===== config.mk =====
export PLATFORM = sky130hd
export DESIGN_NAME = seven_seg_scan_ctrl
export DESIGN_NICKNAME = d
export VERILOG_FILES = /design/src/rtl/seven_seg_scan_ctrl.sv
export SDC_FILE = /design/constraint.sdc
export NUM_CORES = 1
export LEC_CHECK = 0
export ABC_AREA = 1
export CAP_MARGIN = 30
export CORE_UTILIZATION = 41
export DETAILED_ROUTE_END_ITERATION = 8
export GPL_ROUTABILITY_DRIVEN = 0
export PLACE_DENSITY = 0.6
export SLEW_MARGIN = 25
export SYNTH_ARGS = -nofsm -noshare
export SYNTH_HDL_FRONTEND = slang
export SYNTH_SLANG_ARGS = --single-unit

===== constraint.sdc =====
create_clock -name clk -period 1.8 [get_ports clk]
set_input_delay 0.36 -clock clk [delete_from_list [all_inputs] [get_ports clk]]
set_output_delay 0.36 -clock clk [all_outputs]
set_load 0.01 [all_outputs]

===== src/rtl/seven_seg_scan_ctrl.sv =====
// Time-multiplexed scan controller for an N-digit seven-segment bank: drives one shared
// decoder, inserts a blanking gap between digits and swaps the displayed value only per frame.
module seven_seg_scan_ctrl #(
  parameter int unsigned NUM_DIGITS   = 4,
  parameter int unsigned REFRESH_DIV  = 50000,
  parameter int unsigned BLANK_CYCLES = 500
) (
  input  logic                    clk,
  input  logic                    rst,
  input  logic                    load,
  input  logic [4*NUM_DIGITS-1:0] value_in,
  input  logic                    lz_en,
  output logic [3:0]              bin_out,
  output logic                    seg_blank,
  output logic [NUM_DIGITS-1:0]   digit_en,
  output logic                    frame_start
);

  localparam int unsigned IdxW = $clog2(NUM_DIGITS);
  localparam int unsigned CntW = $clog2(REFRESH_DIV);
  localparam int unsigned ValW = 4 * NUM_DIGITS;

  localparam logic [IdxW-1:0] LastIdx   = IdxW'(NUM_DIGITS - 1);
  localparam logic [CntW-1:0] LastCnt   = CntW'(REFRESH_DIV - 1);
  localparam logic [CntW-1:0] LastBlank = CntW'(BLANK_CYCLES - 1);

  typedef enum logic [0:0] {StBlank, StDrive} state_e;

  state_e            state_q, state_d;
  logic [IdxW-1:0]   idx_q, idx_d;
  logic [CntW-1:0]   cnt_q, cnt_d;
  logic              run_q;
  logic [ValW-1:0]   active_q, active_d;
  logic [ValW-1:0]   pend_q, pend_d;
  logic              pend_vld_q, pend_vld_d;
  logic              dark_q, dark_d;
  logic              boundary;

  logic [3:0]            bin_out_d;
  logic                  seg_blank_d;
  logic [NUM_DIGITS-1:0] digit_en_d;
  logic                  frame_start_d;

  always_ff @(posedge clk) begin
    if (rst) begin
      state_q     <= StBlank;
      idx_q       <= '0;
      cnt_q       <= '0;
      run_q       <= 1'b0;
      active_q    <= '0;
      pend_q      <= '0;
      pend_vld_q  <= 1'b0;
      dark_q      <= 1'b0;
      bin_out     <= '0;
      seg_blank   <= 1'b1;
      digit_en    <= '0;
      frame_start <= 1'b0;
    end else begin
      state_q     <= state_d;
      idx_q       <= idx_d;
      cnt_q       <= cnt_d;
      run_q       <= 1'b1;
      active_q    <= active_d;
      pend_q      <= pend_d;
      pend_vld_q  <= pend_vld_d;
      dark_q      <= dark_d;
      bin_out     <= bin_out_d;
      seg_blank   <= seg_blank_d;
      digit_en    <= digit_en_d;
      frame_start <= frame_start_d;
    end
  end

  // Registers hold the slot position shown this cycle; run_q low means the next edge
  // is the first frame boundary after reset.
  always_comb begin
    state_d    = state_q;
    idx_d      = idx_q;
    cnt_d      = cnt_q + 1'b1;
    dark_d     = dark_q;
    boundary   = 1'b0;
    active_d   = active_q;
    pend_d     = pend_q;
    pend_vld_d = pend_vld_q;

    if (!run_q) begin
      state_d  = StBlank;
      idx_d    = '0;
      cnt_d    = '0;
      boundary = 1'b1;
    end else if (cnt_q == LastCnt) begin
      cnt_d   = '0;
      state_d = StBlank;
      if (idx_q == LastIdx) begin
        idx_d    = '0;
        boundary = 1'b1;
      end else begin
        idx_d = idx_q + 1'b1;
      end
    end else if (cnt_q == LastBlank) begin
      // Suppression is decided once at DRIVE entry so lz_en never changes a lit slot.
      state_d = StDrive;
      dark_d  = lz_en && (idx_q != '0) && ((active_q >> (4 * idx_q)) == '0);
    end

    if (boundary) begin
      if (load) begin
        active_d = value_in;
      end else if (pend_vld_q) begin
        active_d = pend_q;
      end
      pend_vld_d = 1'b0;
    end else if (load) begin
      pend_d     = value_in;
      pend_vld_d = 1'b1;
    end
  end

  always_comb begin
    frame_start_d = boundary;
    bin_out_d     = active_d[4*idx_d +: 4];
    digit_en_d    = '0;
    seg_blank_d   = 1'b1;
    if (state_d == StDrive && !dark_d) begin
      digit_en_d[idx_d] = 1'b1;
      seg_blank_d       = 1'b0;
    end
  end

endmodule


==> impl_metrics.env <==
export IMPL_status="complete, no violations"
export IMPL_p_comb_share_pct=9.6
export IMPL_post_route_drc_count=0
export IMPL_tightest_slew_ns=0.455
export IMPL_synth_xor_area_share_pct=0.823
export IMPL_slew_violations=0
export IMPL_setup_ws_ns=0.0742
export IMPL_cap_violations=0
export IMPL_cts_max_path_buffers=2
export IMPL_sw_frac_of_total_pct=23.3
export IMPL_crit_fanout=6
export IMPL_yosysSeqAreaShare_pct=40.1
export IMPL_power_mw=3.38
export IMPL_setup_tns_ns=0
export IMPL_cp_arrival_ns=1.94
export IMPL_cts_root_buf="clkbuf_8"
export IMPL_die_h_um=90.2
export IMPL_rsz0062_at_grt="true"
export IMPL_synth_top_family_by_area="simple AND/OR/NAND/NOR gates"
export IMPL_cts_buffers=9
export IMPL_synth_simple_area_share_pct=38.8
export IMPL_instances_no_fill=610
export IMPL_drtPass1Iterations=4
export IMPL_final_core_util_pct=55.9
export IMPL_ys_warnings_count=0
export IMPL_ys_types=33
export IMPL_use_met2_pct=34.0
export IMPL_synth_avg_cell_area_um2=6.94
export IMPL_synth_area_um2=3190
export IMPL_syn_to_final_growth_pct=29.0
export IMPL_totalWireLength_mm=7.93
export IMPL_dpl_cell_area_um2=3620
export IMPL_via_per_inst=5.00
export IMPL_ir_drop_mv=0.476
export IMPL_die_area_um2=8140
export IMPL_avgRoutedWirePerCell_um=13.0
export IMPL_pwr_share_clk_pct=46.4
export IMPL_fp_dieW_um=90.2
export IMPL_hold_path_class="reg -> reg"
export IMPL_io_pins=30
export IMPL_htreeDepth=3
export IMPL_grt_max_degree=42
export IMPL_setup_viol=0
export IMPL_grt_first_pass_wirelength_mm=13.8
export IMPL_coreArea_um2=7370
export IMPL_pwr_share_seq_pct=44.0
export IMPL_rows=31
export IMPL_grt_usage_pct=21.1
export IMPL_fmax_mhz=579
export IMPL_cp_start_kind="flip-flop"
export IMPL_power_switching_mw=0.786
export IMPL_timing_slew_headroom_pct=69.7
export IMPL_fin_skew_ns=0.0120
export IMPL_post_place_ws_ns=-0.0319
export IMPL_n_antenna_cell=0
export IMPL_grt_overflow=0
export IMPL_fin_crit_sh_pct=95.9
export IMPL_synthAdderAreaFrac_pct=1.18
export IMPL_port_buffers=29
export IMPL_r2r_cells=11
export IMPL_clkTransAtPathRegs_ns=0.07
export IMPL_grt_pass1_vias=3032
export IMPL_ctsHoldBuffers=0
export IMPL_internal_power_mw=2.59
export IMPL_finalHoldViolCount=0
export IMPL_synth_compound_area_share_pct=10.0
export IMPL_dpl_hpwl_mm=5.47
export IMPL_worst_skew_pair_late_latency_ns=0.35
export IMPL_powerDensity_nw_per_um2=820
export IMPL_postLayoutCellArea_um2=4120
export IMPL_num_vias=3049
export IMPL_cts_tree="done"
export IMPL_grt_busiest_layer="met2"
export IMPL_ys_ff_latch=64
export IMPL_fin_crit_ns=1.73
export IMPL_postRouteAntennaNets=0
export IMPL_placed_cells=582
export IMPL_antenna_found_initial=0
export IMPL_layout_drive_gt1_share_pct=18.2
export IMPL_drt_initial_drc_count=228
export IMPL_whs_ns=0.454
export IMPL_cp_end_kind="flip-flop"
export IMPL_critPathKind="reg -> reg"
export IMPL_start_util_pct=43.3
export IMPL_use_met1_pct=27.2
export IMPL_synth_fp_nets=483
export IMPL_synthMuxAreaShare_pct=1.25
export IMPL_cts_sink_count=64
export IMPL_final_nets=529
export IMPL_syn_inst=460
export IMPL_power_leakage_nw=1.68
export IMPL_cp_data_required_time_ns=2.02
export IMPL_use_met3_pct=5.41
export IMPL_min_path_cells=2
-- repair_timing --
| action | in CTS | in global routing |
|---|---|---|
| cloned | 0 | 1 |
| pin swaps | 2 | 20 |
| setup buffers | 1 | 10 |
| resized for setup | 2 | 32 |
| setup endpoints to repair | 4 | 24 |
-- power by group through the flow --
stage / Clock, mW / Combinational (mW) / Sequential [mW]
after floorplan: 0 / 0.191 / 1.51
after global placement: 0 / 0.307 / 1.51
after detailed placement: 0 / 0.307 / 1.51
after CTS: 1.60 / 0.309 / 1.48
after global routing: 1.66 / 0.366 / 1.49
final: 1.57 / 0.324 / 1.48
-- area by class of cell --
cell class / count / area (um^2)
Clock buffer: 11 / 151
Clock inverter: 5 / 103
Tap cell: 99 / 124
Sequential cell: 64 / 1280
Inverter: 37 / 144
Timing Repair Buffer: 55 / 531
Fill cell: 734 / 3250
Multi-Input combinational cell: 339 / 1780
-- flip-flops by register name (all words and copies together), names as in the netlist --
signal       count
active_q        16
bin_out          4
cnt_q           16
dark_q           1
digit_en         4
frame_start      1
idx_q            2
pend_q          16
pend_vld_q       1
run_q            1
seg_blank        1
state_q          1
-- final timing paths --
| kind | start | slack [ns] | end |
|---|---|---|---|
| worst min-delay path | state_q | 0.45 | state_q |
| worst max register to register | cnt_q[1] | 0.07 | bin_out[1] |
| worst max-delay path | cnt_q[1] | 0.07 | bin_out[1] |
| worst min register to register | state_q | 0.45 | state_q |
-- critical path: stages (launching register included) --
cell     delay (ns)
dfxtp_2        0.35
ha_4           0.15
nand3_4        0.10
nor2_4         0.20
nand2_4        0.10
nand2_4        0.09
nand3_4        0.15
buf_12         0.19
nand3_2        0.07
nand2_2        0.05
nor2_1         0.10
nor2_1         0.04
-- cells by family (layout without fill, tap and decap cells) --
logic type	after synthesis	count (layout)
adders and majority gates	3	3
DFF	64	64
xor gates and xnor gates	3	3
and+or+nand+nor	265	266
muxes	4	4
AOI/OAI and AO/OA	63	63
buffers and inverters	58	108
-- cell usage after synthesis --
cell,number,area (um^2)
buf_2,7,35.0
nor3_1,9,45.0
o21ai_0,20,100
nor2_8,1,20.0
nor2_2,2,12.5
mux2i_1,4,40.0
inv_2,3,11.3
buf_4,1,7.51
or2_2,3,18.8
nand2_4,2,22.5
nor2_4,4,45.0
dfxtp_1,64,1280
and2_1,1,6.26
buf_6,2,22.5
ha_1,3,37.5
nand3_2,2,20.0
nand2_8,1,20.0
o21ai_1,1,5.00
a31o_2,1,8.76
nand4_1,5,31.3
inv_1,33,124
nand2_1,146,548
nand3_4,2,35.0
nor3b_1,5,37.5
nand2_2,4,25.0
nand3b_1,1,7.51
buf_1,1,3.75
xor2_1,3,26.3
nand3_1,45,225
nor2_1,32,120
clkbuf_1,10,37.5
inv_4,1,6.26
a21oi_1,41,205
-- layout by cell type, fill, tap and decap left out, types with 7 or more instances in the layout --
cell	n
nand2_2	10
nand2_1	136
buf_4	21
a21oi_1	41
nor3_1	9
clkdlybuf4s50_1	29
dfxtp_1	61
nand3_1	40
inv_1	32
nand2_4	7
nor2_1	29
clkbuf_8	11
o21ai_0	20
-- routing by layer --
layer / wire [um] / part of all wire, % / vias up
li1: - / - / 1580
met1: 3690 / 46 / 1385
met2: 3780 / 48 / 74
met3: 359 / 4.5 / 10
met4: 105 / 1.3 / 0
met5: 0 / 0 / -
No activity file was read; power rests on OpenSTA's default activity.
